===== src/rtl/serial_addsub.sv =====
// Bit-serial adder/subtractor: one full-adder step per clock, LSB first, fixed WIDTH-cycle latency.
// Optional signed-overflow output is built only when SERIAL_ADDSUB_OVF_EN is defined.
module serial_addsub #(
    parameter int unsigned WIDTH = 8
) (
    input  logic             clk,
    input  logic             rst_n,
    input  logic             in_start,
    input  logic             in_mode,
    input  logic [WIDTH-1:0] in_a,
    input  logic [WIDTH-1:0] in_b,
    output logic             out_busy,
    output logic             out_done,
    output logic [WIDTH-1:0] out_s,
    output logic             out_po,
    output logic             out_ovf
);

    localparam int unsigned CNT_W = $clog2(WIDTH);

    typedef enum logic [1:0] {
        S_IDLE,
        S_RUN,
        S_DONE
    } state_t;

    state_t             state_q, state_d;
    logic [WIDTH-1:0]   a_q, a_d;
    logic [WIDTH-1:0]   b_q, b_d;
    logic [WIDTH-1:0]   acc_q, acc_d;
    logic               mode_q, mode_d;
    logic [CNT_W-1:0]   cnt_q, cnt_d;
    logic               carry_q, carry_d;
    logic [WIDTH-1:0]   s_q, s_d;
    logic               po_q, po_d;
`ifdef SERIAL_ADDSUB_OVF_EN
    logic               ovf_q, ovf_d;
`endif

    logic b_bit;
    logic fa_sum;
    logic fa_cout;
    logic last_bit;

    // Subtraction is a + ~b + 1: the +1 comes from the carry seeded with in_mode.
    always_comb begin
        b_bit    = b_q[0] ^ mode_q;
        fa_sum   = a_q[0] ^ b_bit ^ carry_q;
        fa_cout  = (a_q[0] & b_bit) | (carry_q & (a_q[0] ^ b_bit));
        last_bit = (cnt_q == CNT_W'(WIDTH - 1));
    end

    always_comb begin
        state_d = state_q;
        a_d     = a_q;
        b_d     = b_q;
        acc_d   = acc_q;
        mode_d  = mode_q;
        cnt_d   = cnt_q;
        carry_d = carry_q;
        s_d     = s_q;
        po_d    = po_q;
`ifdef SERIAL_ADDSUB_OVF_EN
        ovf_d   = ovf_q;
`endif
        case (state_q)
            S_IDLE: begin
                if (in_start) begin
                    a_d     = in_a;
                    b_d     = in_b;
                    mode_d  = in_mode;
                    acc_d   = '0;
                    cnt_d   = '0;
                    carry_d = in_mode;
                    state_d = S_RUN;
                end
            end
            S_RUN: begin
                a_d     = a_q >> 1;
                b_d     = b_q >> 1;
                acc_d   = {fa_sum, acc_q[WIDTH-1:1]};
                carry_d = fa_cout;
                cnt_d   = cnt_q + CNT_W'(1);
                if (last_bit) begin
                    cnt_d   = '0;
                    s_d     = {fa_sum, acc_q[WIDTH-1:1]};
                    po_d    = fa_cout ^ mode_q;
`ifdef SERIAL_ADDSUB_OVF_EN
                    // carry_q here is the carry into the MSB stage
                    ovf_d   = carry_q ^ fa_cout;
`endif
                    state_d = S_DONE;
                end
            end
            S_DONE: begin
                state_d = S_IDLE;
            end
            default: begin
                state_d = S_IDLE;
            end
        endcase
    end

    always_ff @(posedge clk or negedge rst_n) begin
        if (!rst_n) begin
            state_q <= S_IDLE;
            a_q     <= '0;
            b_q     <= '0;
            acc_q   <= '0;
            mode_q  <= 1'b0;
            cnt_q   <= '0;
            carry_q <= 1'b0;
            s_q     <= '0;
            po_q    <= 1'b0;
        end else begin
            state_q <= state_d;
            a_q     <= a_d;
            b_q     <= b_d;
            acc_q   <= acc_d;
            mode_q  <= mode_d;
            cnt_q   <= cnt_d;
            carry_q <= carry_d;
            s_q     <= s_d;
            po_q    <= po_d;
        end
    end

`ifdef SERIAL_ADDSUB_OVF_EN
    always_ff @(posedge clk or negedge rst_n) begin
        if (!rst_n) begin
            ovf_q <= 1'b0;
        end else begin
            ovf_q <= ovf_d;
        end
    end

    assign out_ovf = ovf_q;
`else
    assign out_ovf = 1'b0;
`endif

    assign out_busy = (state_q == S_RUN);
    assign out_done = (state_q == S_DONE);
    assign out_s    = s_q;
    assign out_po   = po_q;

endmodule

===== config.mk =====
export PLATFORM = sky130hd
export DESIGN_NAME = serial_addsub
export DESIGN_NICKNAME = d
export VERILOG_FILES = /design/src/rtl/serial_addsub.sv
export SDC_FILE = /design/constraint.sdc
export NUM_CORES = 1
export LEC_CHECK = 0
export CORE_MARGIN = 3
export CORE_UTILIZATION = 45
export CTS_BUF_LIST = sky130_fd_sc_hd__clkbuf_8
export CTS_CLUSTER_SIZE = 10
export DETAILED_ROUTE_END_ITERATION = 10
export GPL_ROUTABILITY_DRIVEN = 0
export MAX_ROUTING_LAYER = met4
export PLACE_DENSITY = 0.68
export RECOVER_POWER = 50
export SETUP_SLACK_MARGIN = 0.02
export SYNTH_ARGS = -nofsm -noshare
export SYNTH_HDL_FRONTEND = slang
export SYNTH_SLANG_ARGS = --single-unit
export TNS_END_PERCENT = 5

===== constraint.sdc =====
create_clock -name clk -period 2.97 [get_ports clk]
set_input_delay 0.594 -clock clk [delete_from_list [all_inputs] [get_ports clk]]
set_output_delay 0.594 -clock clk [all_outputs]
set_load 0.03 [all_outputs]

Yosys cells after proc, flatten, opt, wreduce, memory -nomap -nowiden
Cells that the tools add are included.
Widths: inputs -> output; s select.

storage, ports and cells
  register bits after elaboration = 40
  input bits = 20
  word-level logic and storage cells = 42

cells by class
  add/sub/neg operators = 1
  eq/ne operators = 5
  multiplexer cells = 14
  bitwise operators = 7
  reductions and logical operators = 6

operators with widths
  operator             number
  $pmux 8 s2           3
  $mux 8               3
  $reduce_and 2->1     4
  $mux 3               2
  $pmux 3 s2           1
  $mux 2               2
  $pmux 2 s2           1
  $xor 1x1->1          4
  $add 3x1->3 const B  1
  $eq 3x3->1 const B   1
  $and 1x1->1          2
  $eq 2x1->1 const B   1
  $eq 2x2->1 const B   1
  $logic_not 2->1      1
  $ne 2x1->1 const B   1
  $ne 2x2->1 const B   1
  $pmux 1 s2           1
  $reduce_bool 2->1    1
  $mux 1               1
  $or 1x1->1           1

Depth between registers and ports, before layout
Gate-level depths: netlist (run 1).

  depth after elaboration = 5
  mapped depth = 6
  gate-level depth less buffers = 5

Worst setup path before layout (run 1)
OpenSTA, ideal clock, no wires.

  kind = register -> output
  start point = reg state_q[1]
  end point = out out_done
  arrival = 1.146 ns
  data required time = 2.376 ns
  setup slack = 1.230 ns
  stages on the path, launching flop included = 5
  buffers on the path = 2
  cell sequence = dfrtp_1 -> buf_2 -> inv_1 -> buf_2 -> nor2_1

between the ends
  word-level cells in the longest chain between the ends = 1

ends and longest elaborated chain
  item                      line  RTL
  start: declaration        27    state_t state_q, state_d;
  start signal: assignment  116   state_q <= state_d;
  $eq 2x2->1                143   assign out_done = (state_q == S_DONE);
  end: declaration          13    output logic out_done,

No other way between the ends.

Worst setup path in the final report (run 1)
Same ends and word-level chain as after synthesis.

==> impl_metrics.toml, run 1 <==
[sta]
slew_headroom = -0.340
tightest_slew_ps = 2010
fin_skew_ps = 5.84
rsz0062_at_grt = "false"
hold_viol_final = 0
min_period_over_period = 0.857
timing.fmax_mhz = 393
hold_slack_ps = 490
period_needed_ps = 2550
setup_tns_ps = 0
setup_viol_count_final = 0
drv_slew = 40

[placed_design]
port_buffers = 30
dp.final_hpwl_um = 2470
placed_area_um2 = 2020

[flow_run]
maxCapViolCount = 1

[drt]
firstDrtPassIters = 4
wl_per_cell_um = 15.6
drc = 0
drtIter0Drc = 84
vias = 1264
wl_um = 3480
ant_nets = 0
vias_per_cell = 5.64

[cts]
cts_htree_levels = 2
cts_resized = 0
cts_setup_buffers = 0
insertion_delay_ps = 290
clock-root-buffer = "clkbuf_8"
clkSinkCount = 39
cts_buffers = 5
cts_tree = "done"
clk_path_buf_depth = 2
hold_buffers = 0
path_clk_slew_ps = 70

[finish]
stdcell_area_um2 = 2140
num_antenna_cells = 0
fillCellCount = 298
multi_input_area_um2 = 634
final_util = 0.612
seq_area_um2 = 976
nets = 200
syn2layout_area_growth_pct = 24.8
drive_gt1_frac = 0.0955

[yosys]
synthTopCellsByArea = "dfrtp_1 57%, o22ai_1 9.5%, a22o_1 4.6%"
synth_top_area_cell = "dfrtp_1"
synth_adder_area_share = 0.0263
synth.top_cell.area_share = 0.569
muxShareOfSynthArea = 0.0526
synth_top_family_by_area = "compound AO/OA/AOI/OAI gates"
syn-num-nets = 172
synth_compound_area_frac = 0.228
yosys_warnings = 0
async_flop_share = 1.00
synth_ff_type = "dfrtp_1"
syn_area_um2 = 1710
synth_enable_flop_cells = 0
synth_xor_area_frac = 0.0102
synthCells = 149
synth.distinct_cells = 28
synth_seq_area_share = 0.569
ys_ff_latch = 39
synth_simple_gate_area_frac = 0.0584
synthMostInstantiatedCell = "dfrtp_1"
postSynthAreaPerCell_um2 = 11.5
ys_top_cells_by_count = "39 x dfrtp_1, 26 x o22ai_1, 15 x a21oi_1, 9 x a22o_1"

[setup_path]
arrival_ps = 1950
critPathLaunchType = "flip-flop"
crit_start = "state_q[1]"
rr_endpoint = "out_s[1]"
critPathCaptureType = "output port"
critical_path.endpoint = "out_done"
cp_slowest_cell = "clkdlybuf4s50_1"
max_stage_delay_ps = 690
crit_chain = "inv_1 -> nor2_1 -> clkdlybuf4s50_1"
reg2reg_slack_ps = 1250
path_class = "reg -> out"
path_max_fanout = 14
rr_worst_depth = 4
critPathRequiredTime_ps = 2380
regToRegStartpoint = "cnt_q[0]"

[floorplanning]
design.portCount = 32
chipHeight_um = 67.7
die_w_um = 67.7
dieArea_um2 = 4590
std_cell_rows = 21
core_area_um2 = 3490
start_util = 0.491

[global_route]
grt_pass1_vias = 1208
grt.total_usage = 0.177
grt_start_max_net_pins = 40
grt_pass1_wl_um = 5710
grt_overflow = 0
antenna_found_initial = 0

[worst_hold_path]
holdCritPathClass = "reg -> reg"

[outcome]
violations = "capacitance limit, slew limit"
status = "finished, violations left"

[power_and_ir_drop]
ir_drop_mv = 0.387
p_leak_nw = 0.936
power.density_nw_per_um2 = 1090
-- logic make-up after synthesis --
| logic type | count (synthesis) |
|---|---|
| AND/OR/NAND/NOR | 17 |
| adder cells (fa/ha/maj) | 3 |
| other | 1 |
| multiplexers | 8 |
| buffers and inverters | 18 |
| AO/OA/AOI/OAI | 61 |
| flip-flops | 39 |
| XOR/XNOR | 2 |
-- placed cells by master, fill, tap and decap left out, types with 2 or more instances in the layout --
| master | count |
|---|---|
| a22o_1 | 9 |
| mux2_2 | 3 |
| clkdlybuf4s50_1 | 29 |
| nand2_1 | 6 |
| a21oi_1 | 15 |
| inv_1 | 6 |
| dfrtp_1 | 39 |
| nand2b_1 | 2 |
| buf_4 | 3 |
| nor2b_1 | 2 |
| o21ai_0 | 7 |
| o22ai_1 | 26 |
| bufinv_16 | 2 |
| clkbuf_8 | 5 |
| nor2_1 | 5 |
| ha_1 | 2 |
| mux2_1 | 5 |
-- final cells by class --
class | instances | share of cell area
sequential | 39 | 0.456
multi-input combinational | 92 | 0.296
timing repair buffer | 33 | 0.148
clock buffer | 5 | 0.0322
clock inverter | 3 | 0.0298
tap | 46 | 0.0269
inverter | 6 | 0.0105
-- state kept, by name, summed over array words and instances (netlist names) --
register  flops
a_q           8
acc_q         7
b_q           8
carry_q       1
cnt_q         3
mode_q        1
out_po        1
out_s         8
state_q       2
-- worst min-delay path by stage --
stage | startpoint | to | slack [ps] | cells past startpoint
2_1_floorplan | rst_n | a_q[0] | 300 | 0
4_1_cts | rst_n | out_s[3] | 430 | 1
6_report | out_po | out_po | 490 | 2
3_5_place_dp | out_po | out_po | 470 | 2
3_3_place_gp | out_po | out_po | 470 | 2
5_1_grt | out_s[2] | out_s[2] | 510 | 1
-- report_power, final --
group	internal [mW]	leakage, nW	switching (mW)
Clock	0.332	0.0695	0.180
Sequential	0.763	0.480	0.176
Combinational	0.403	0.387	0.466
-- critical path: cells and delay by family (launching register included) --
kind	cells	cell delay, ps
buffers and inverters	2	970
DFF	1	530
and+or+nand+nor	1	170
-- layer usage --
metal | wire, um | global-route usage | up-vias
met1 | 1530 | 0.206 | 609
met3 | 205 | 0.0499 | 7
met5 | 0 | - | -
li1 | - | - | 603
met4 | 48 | 0.0608 | 0
met2 | 1710 | 0.292 | 45
-- per-stage QoR --
stage               worst slack (ps)  cells  power, mW
floorplan                       1230    149       1.55
global placement                 698    216       1.79
detailed placement               639    216       1.84
CTS                              389    224       2.36
global route                     296    224       2.48
finish                           423    224       2.32
Note: power is estimated with default switching activity, not from simulation.
==> run 2: changes to the inputs <==
Settings changed: CORE_ASPECT_RATIO from default to 1.1.
==> run 2 against run 1 <==
- largest cell class unchanged
- the run still ends with capacitance limit, slew limit left
- setup slack gained 24 ps
- total power fell by 8.3%
- count of clock-buffer cells in the layout is the same
- first-iteration DRC count shrank 35%
==> impl_metrics.toml, run 2 (synthesis results as in run 1) <==
[finish]
num_antenna_cells = 0
nets = 200
stdcell_area_um2 = 2090
final_common_cell = "dfrtp_1"
drive_gt1_frac = 0.0899
final_cell_mix = "39 x dfrtp_1, 29 x clkdlybuf4s50_1, 26 x o22ai_1"
syn2layout_area_growth_pct = 22.0

[global_route]
grt_start_max_net_pins = 40
antenna_found_initial = 0
grt_overflow = 0
grt_pass1_vias = 1188
grt_pass1_wl_um = 5650
grt.total_usage = 0.164

[placed_design]
dp.final_hpwl_um = 2290
pre_cts_ws_ps = 699
placed_area_um2 = 2020
port_buffers = 30

[sta]
fin_skew_ps = 5.44
setup_viol_count_final = 0
timing.fmax_mhz = 396
period_needed_ps = 2520
setup_tns_ps = 0
drv_slew = 40
rsz0062_at_grt = "false"
fin_ws_ps = 447
min_period_over_period = 0.849
slew_headroom = -0.376
tightest_slew_ps = 2060
hold_viol_final = 0

[setup_path]
critPathLaunchType = "flip-flop"
arrival_ps = 1930
path_class = "reg -> out"
critPathRequiredTime_ps = 2380
critPathCaptureType = "output port"
path_max_fanout = 14

[floorplanning]
dieArea_um2 = 4590
core_area_um2 = 3500
die_w_um = 64.8
std_cell_rows = 22
design.portCount = 32
start_util = 0.490
chipHeight_um = 70.7

[power_and_ir_drop]
ir_drop_mv = 0.438
power.total_mw = 2.13
power.density_nw_per_um2 = 1020
p_leak_nw = 0.917

[flow_run]
maxCapViolCount = 1

[drt]
vias_per_cell = 5.64
firstDrtPassIters = 4
ant_nets = 0
wl_um = 3300
drtIter0Drc = 55
vias = 1275
wl_per_cell_um = 14.6
drc = 0

[cts]
cts_htree_levels = 2
clock-root-buffer = "clkbuf_8"
cts_setup_buffers = 0
hold_buffers = 0
cts_tree = "done"
clk_path_buf_depth = 2
insertion_delay_ps = 280
clkSinkCount = 39
cts_buffers = 5
cts_resized = 0
path_clk_slew_ps = 70

[outcome]
status = "finished, violations left"
violations = "capacitance limit, slew limit"

[worst_hold_path]
holdCritPathClass = "reg -> reg"
==> run 2: per-layer routing <==
layer,share of wire,GRT usage,up-vias
li1,-,-,607
met1,0.44,0.216,621
met2,0.49,0.244,41
met3,0.053,0.0317,6
met4,0.018,0.0775,0
met5,0,-,-
==> run 2: critical path, cell delays in order (launching register included) <==
cell,delay (ps)
dfrtp_1,520
inv_1,280
nor2_1,150
clkdlybuf4s50_1,690
==> run 2: stage by stage <==
stage	util	std cells	hold WS, ps
CTS	0.602	226	440
global placement	0.579	218	469
finish	0.598	226	481
floorplan	-	149	298
detailed placement	0.579	218	470
global route	0.598	226	508
==> run 2: worst paths after layout <==
check	startpoint	to	slack, ps	depth (start not counted)
setup / recovery	state_q[1]	out_done	450	3
hold / removal	out_s[7]	out_s[7]	480	2
setup reg to reg	cnt_q[0]	out_s[0]	1230	4
hold reg to reg	out_s[7]	out_s[7]	480	2
max in group asynchronous	rst_n	b_q[7]	890	1
min in group asynchronous	rst_n	out_s[0]	900	1
==> run 2: where the power goes <==
part | switching, mW | internal [mW] | leakage [nW]
combinational | 0.461 | 0.406 | 0.387
clock | 0.169 | 0.158 | 0.0505
sequential | 0.171 | 0.764 | 0.480
==> run 2: final cells by class <==
class                           instances  area [um2]
Clock buffer                            5        68.8
Clock inverter                          3        12.5
Fill cell                             317        1410
Inverter                                6        22.5
Multi-Input combinational cell         92         634
Sequential cell                        39         976
Tap cell                               48        60.1
Timing Repair Buffer                   33         317
